--- config.mk ---
export PLATFORM = sky130hd
export DESIGN_NAME = alu_result_stage
export DESIGN_NICKNAME = d
export VERILOG_FILES = /design/src/rtl/alu_pkg.sv /design/src/rtl/alu_flag_gen.sv /design/src/rtl/alu_result_stage.sv
export SDC_FILE = /design/constraint.sdc
export NUM_CORES = 1
export LEC_CHECK = 0
export BUFFER_PORTS_ARGS = -buffer_cell sky130_fd_sc_hd__buf_2
export CAP_MARGIN = 10
export CORE_UTILIZATION = 56
export CTS_CLUSTER_SIZE = 8
export DETAILED_ROUTE_END_ITERATION = 8
export PLACE_DENSITY = 0.83
export SLEW_MARGIN = 30
export SYNTH_ARGS = -nofsm -noshare
export SYNTH_HDL_FRONTEND = slang
export SYNTH_SLANG_ARGS = --single-unit
--- constraint.sdc ---
create_clock -name clk -period 5 [get_ports clk]
set_input_delay 0.5 -clock clk [delete_from_list [all_inputs] [get_ports clk]]
set_output_delay 0.5 -clock clk [all_outputs]
set_load 0.01 [all_outputs]
--- src/rtl/alu_pkg.sv ---
// Shared constants for the ALU result stage.
// Flag bit positions, unit select codes, occupancy encoding.
package alu_pkg;

  localparam int FLG_W = 5;
  localparam int FLG_Z = 4;
  localparam int FLG_N = 3;
  localparam int FLG_C = 2;
  localparam int FLG_V = 1;
  localparam int FLG_P = 0;

  localparam logic SEL_LOGIC = 1'b0;
  localparam logic SEL_ARITH = 1'b1;

  typedef enum logic [1:0] {
    OCC_EMPTY = 2'd0,
    OCC_ONE   = 2'd1,
    OCC_FULL  = 2'd2
  } occ_e;

endpackage

--- src/rtl/alu_flag_gen.sv ---
// Result select and {Z,N,C,V,P} flag generation.
// Purely combinational; carry/overflow only from the arith unit.
import alu_pkg::*;

module alu_flag_gen #(
  parameter int N = 8
) (
  input  logic                unit_sel,
  input  logic signed [N-1:0] rl,
  input  logic signed [N-1:0] ra,
  input  logic                ca,
  input  logic                va,
  output logic signed [N-1:0] res,
  output logic [FLG_W-1:0]    flags
);

  // select the source, then derive flags from the chosen value
  always_comb begin
    res   = rl;
    flags = '0;
    unique case (unit_sel)
      SEL_ARITH: begin
        res          = ra;
        flags[FLG_C] = ca;
        flags[FLG_V] = va;
      end
      default: begin
        res = rl;
      end
    endcase
    flags[FLG_Z] = (res == '0);
    flags[FLG_N] = res[N-1];
    flags[FLG_P] = ~^res;
  end

endmodule

--- src/rtl/alu_result_stage.sv ---
// ALU result stage: select, flag, buffer in a 2-entry FIFO.
// Slot0 is always the head; slot1 only used when FULL.
import alu_pkg::*;

module alu_result_stage #(
  parameter int N     = 8,
  parameter int CNT_W = 16
) (
  input  logic                clk,
  input  logic                rst_n,
  input  logic                in_valid,
  output logic                in_ready,
  input  logic                unit_sel,
  input  logic signed [N-1:0] rl,
  input  logic signed [N-1:0] ra,
  input  logic                ca,
  input  logic                va,
  output logic                out_valid,
  input  logic                out_ready,
  output logic signed [N-1:0] y,
  output logic [FLG_W-1:0]    flags,
  output logic [CNT_W-1:0]    txn_cnt
);

  localparam int EW = N + FLG_W;

  occ_e state_q;
  occ_e state_d;

  logic [EW-1:0]      slot0_q;
  logic [EW-1:0]      slot1_q;
  logic [EW-1:0]      new_e;
  logic signed [N-1:0] new_res;
  logic [FLG_W-1:0]   new_flg;
  logic [CNT_W-1:0]   cnt_q;
  logic               rdy_q;
  logic               push;
  logic               pop;
  logic               ld0_new;
  logic               ld1_new;
  logic               shift;

  alu_flag_gen #(
    .N(N)
  ) u_flag (
    .unit_sel (unit_sel),
    .rl       (rl),
    .ra       (ra),
    .ca       (ca),
    .va       (va),
    .res      (new_res),
    .flags    (new_flg)
  );

  assign new_e = {new_res, new_flg};

  // in_ready comes only from registered state, never out_ready
  assign in_ready  = rdy_q && (state_q != OCC_FULL);
  assign out_valid = (state_q != OCC_EMPTY);
  assign push      = in_valid && in_ready;
  assign pop       = out_valid && out_ready;

  assign y       = out_valid ? slot0_q[EW-1:FLG_W] : '0;
  assign flags   = out_valid ? slot0_q[FLG_W-1:0] : '0;
  assign txn_cnt = cnt_q;

  // occupancy state register
  always_ff @(posedge clk or negedge rst_n) begin
    if (!rst_n) begin
      state_q <= OCC_EMPTY;
    end else begin
      state_q <= state_d;
    end
  end

  // next occupancy and slot load controls
  always_comb begin
    state_d = state_q;
    ld0_new = 1'b0;
    ld1_new = 1'b0;
    shift   = 1'b0;
    unique case (state_q)
      OCC_EMPTY: begin
        if (push) begin
          state_d = OCC_ONE;
          ld0_new = 1'b1;
        end
      end
      OCC_ONE: begin
        unique case ({push, pop})
          2'b11: begin
            ld0_new = 1'b1;
          end
          2'b10: begin
            ld1_new = 1'b1;
            state_d = OCC_FULL;
          end
          2'b01: begin
            state_d = OCC_EMPTY;
          end
          default: begin
            state_d = OCC_ONE;
          end
        endcase
      end
      OCC_FULL: begin
        if (pop) begin
          state_d = OCC_ONE;
          shift   = 1'b1;
        end
      end
      default: begin
        state_d = OCC_EMPTY;
      end
    endcase
  end

  // entry storage
  always_ff @(posedge clk or negedge rst_n) begin
    if (!rst_n) begin
      slot0_q <= '0;
      slot1_q <= '0;
    end else begin
      if (ld0_new) begin
        slot0_q <= new_e;
      end else if (shift) begin
        slot0_q <= slot1_q;
      end
      if (ld1_new) begin
        slot1_q <= new_e;
      end
    end
  end

  // ready enable: low in reset, high from the first edge after
  always_ff @(posedge clk or negedge rst_n) begin
    if (!rst_n) begin
      rdy_q <= 1'b0;
    end else begin
      rdy_q <= 1'b1;
    end
  end

  // completed output handshakes, wrapping
  always_ff @(posedge clk or negedge rst_n) begin
    if (!rst_n) begin
      cnt_q <= '0;
    end else if (pop) begin
      cnt_q <= cnt_q + CNT_W'(1);
    end
  end

endmodule

==> results.json <==
{
  "design.final.nets": 278,
  "io_buffers": 53,
  "post_cts_buffers": 0,
  "chipWidth_um": 63.38,
  "netlist.area_leader.share_pct": 51.01,
  "setup_tns_ps": 0,
  "fp.dieH_um": 63.38,
  "power.ir.vdd_worst_uv": 322.8,
  "netlist.top_cell.by_area": "dfrtp_1",
  "crit_required_ps": 5180,
  "grt_first_pass_wirelength_um": 7148,
  "clock_tree.root_cell": "clkbuf_8",
  "cts_buffers": 5,
  "firstDrtPassIters": 4,
  "reg2reg_setup_slack_ps": 2380,
  "layoutNonFillerInstCount": 295,
  "cts.reportedPaths.clkPinSlew_ps": 80,
  "end_kind": "flop",
  "critical-path-slowest-cell": "a21oi_1",
  "synthesis.area_per_instance_sq_um": 10.76,
  "num-fill-cells": 291,
  "unrepaired_setup_endpoints_after_global_routing": "false",
  "totalWireLength_um": 4139,
  "yosys_register_bits": 43,
  "dpl-instance-area_sq_um": 2394,
  "route.detailed.vias_per_inst": 5.403,
  "reg2regPathDepth": 8,
  "setup_slack_ps": 2376,
  "fin_crit_ps": 2624,
  "vias": 1594,
  "detailed_place_hpwl_um": 3010,
  "place_inst": 287,
  "synth_top_cells_by_area": "dfrtp_1 (51%), nor2b_1 (6.5%), xnor2_1 (5.4%), mux2i_1 (4.7%), a221o_1 (4.3%)",
  "max-clock-path-buffers": 2,
  "wl_per_cell_um": 14.03,
  "synth_async_sr_flop_share_pct": 100.0,
  "worst_path_largest_cell_delay_ps": 730,
  "post-route-cell-area_sq_um": 2481,
  "finalMaxSlewViolations": 0,
  "grt_pass1_vias": 1573,
  "slew_headroom_pct": 39.97,
  "grt_overflow_total": 0,
  "timing.critical_path.to": "slot0_q[9]$_DFFE_PN0P_",
  "grtUsageTotal_pct": 23.30,
  "list_of_cells_traversed_by_the_critical_path": "nor2b_1 > inv_1 > and3_1 > ha_1 > nand2_1 > a21oi_1 > nor2_2 > a221o_1",
  "cts.sink_count": 43,
  "design.die.area_sq_um": 4016,
  "worstSetupStartpoint": "state_q[1]$_DFFE_PN0P_",
  "clk_latency_ps": 300,
  "startpoint_type": "flop",
  "total_power_w": 0.001125,
  "post_cts_resize_count": 0,
  "total_leakage_power_nw": 1.242,
  "start_util_pct": 60.82,
  "synth_common_cells": "dfrtp_1 (43), nand2_1 (23), nor2b_1 (22), o21ai_0 (14), xnor2_1 (13)",
  "worst_slack_at_placement_ps": 2431,
  "crit_type": "reg2reg",
  "critical_path_arrival_ps": 2810,
  "gp_congestion": 0.7677,
  "netlist_cell_types": 36,
  "postSynthCellCount": 196,
  "core_area_sq_um": 3468,
  "worstPathMaxFanout": 14,
  "max_clock_freq_mhz": 381.2,
  "cts_htree_levels": 2,
  "worstReg2RegEnd": "slot0_q[9]$_DFFE_PN0P_",
  "status": "complete, no violations",
  "synth-main-ff-cell": "dfrtp_1",
  "slew_at_the_pin_closest_to_its_max_slew_limit_ps": 900.4,
  "hp-class": "in2async",
  "cts_hold_buffers": 0,
  "pin_count": 54,
  "synth.yosys.seq_area_share_pct": 51.01,
  "p_per_area_nw_per_um2": 453.5,
  "max_cap_viol_count": 0,
  "areaGrowthSynthToFinish_pct": 17.62,
  "route.detailed.drc": 0,
  "route.antenna.remaining_nets": 0,
  "antenna_found_initial": 0,
  "drive_gt1_share_pct": 27.71,
  "yosys.cell_count.top_type": "dfrtp_1",
  "drt_iter0_drc": 70,
  "number_of_flops_mapped_to_enable_cells_by_yosys": 0,
  "post_synth_instance_area_sq_um": 2110,
  "row_count": 21,
  "antenna_cells": 0,
  "post_route_clock_skew_ps": 10.43,
  "finalHoldViolCount": 0,
  "synth.net_count": 226,
  "regToRegStartpoint": "state_q[1]$_DFFE_PN0P_",
  "synth-warning-count": 0,
  "post-route-period-util_pct": 52.47,
  "setup-violations-final": 0,
  "grt_max_degree": 44,
  "cts_tree": "yes"
}
sequential cells by signal (all words and copies together) (netlist names):
| signal | cells |
|---|---|
| txn_cnt | 16 |
| slot1_q | 12 |
| state_q | 2 |
| rdy_q | 1 |
| slot0_q | 12 |
layout by cell type, fill, tap and decap left out, types with 2 or more instances in the layout:
cell type,netlist,final
mux2i_1,10,10
dfrtp_1,43,43
clkbuf_8,0,5
and3_1,3,3
nand2_1,23,23
nor3_2,2,2
nor3_1,2,2
ha_1,7,7
a221o_1,9,9
nand3_1,6,6
nor2_1,2,2
a21oi_1,2,2
nand3b_1,2,2
o21ai_0,14,14
nand4_1,3,3
buf_2,4,52
xnor2_1,13,13
xor2_1,5,5
inv_1,4,4
nor2_2,2,2
nor2b_1,22,22
report_power, final:
group | leakage [nW] | switching, W | total [W] | internal [W]
clock | 0.0412 | 0.000113 | 0.000211 | 0.0000975
sequential | 0.553 | 0.0000832 | 0.000540 | 0.000457
combinational | 0.647 | 0.000201 | 0.000374 | 0.000173
total | 1.24 | 0.000397 | 0.00113 | 0.000728
routing by layer:
metal,track usage [%],vias up,routed length (um)
li1,-,780,-
met1,29.52,771,1897
met2,38.56,38,2028
met3,6.341,5,163
met4,7.386,0,49
met5,0,-,0
cell families (layout without fill, tap and decap cells):
kind of cell    after synthesis  in the layout  synth area share [%]
flops                        43             43                 51.01
simple gates                 73             73                 19.28
fa+ha+maj                     7              7                 4.152
other cells                   1              1                0.1778
buf+inv                      13             66                 2.728
mux                          11             11                 5.279
compound gates               30             30                 9.906
xor+xnor                     18             18                 7.473
worst max-delay path: cells and delay by family, from the launching register on:
kind                     cells  cell delay, ps
adder cells (fa/ha/maj)      1             190
buffers and inverters        1              70
flip-flops                   1             450
AND/OR/NAND/NOR              4             690
AO/OA/AOI/OAI                2            1100
area by class of cell:
| class | instances | area (sq um) | area share (%) |
|---|---|---|---|
| Clock buffer | 6 | 72.57 | 2.925 |
| Clock inverter | 2 | 12.51 | 0.5043 |
| Inverter | 5 | 18.77 | 0.7564 |
| Multi-Input combinational cell | 140 | 975.9 | 39.33 |
| Sequential cell | 43 | 1076 | 43.37 |
| Tap cell | 46 | 57.56 | 2.320 |
| Timing Repair Buffer | 53 | 267.8 | 10.79 |
how the worst min path moves through the flow:
stage,startpoint,to,slack [ps],depth (start not counted)
4_1_cts,rst_n,slot0_q[3]$_DFFE_PN0P_,350,1
3_5_place_dp,slot0_q[4]$_DFFE_PN0P_,slot0_q[4]$_DFFE_PN0P_,460,1
3_3_place_gp,txn_cnt[15]$_DFFE_PN0N_,txn_cnt[15]$_DFFE_PN0N_,460,1
6_report,rst_n,txn_cnt[13]$_DFFE_PN0N_,170,1
5_1_grt,rst_n,txn_cnt[13]$_DFFE_PN0N_,210,1
2_1_floorplan,rst_n,rdy_q$_DFF_PN0_,200,0
stage by stage:
step                hold WS [ps]  utilization (%)
floorplan                  204.4                -
global placement           456.9            69.01
detailed placement         462.6            69.01
CTS                        345.4            71.46
global route               211.2            71.54
finish                     169.7            71.54
(Power assumes the default switching activity.)
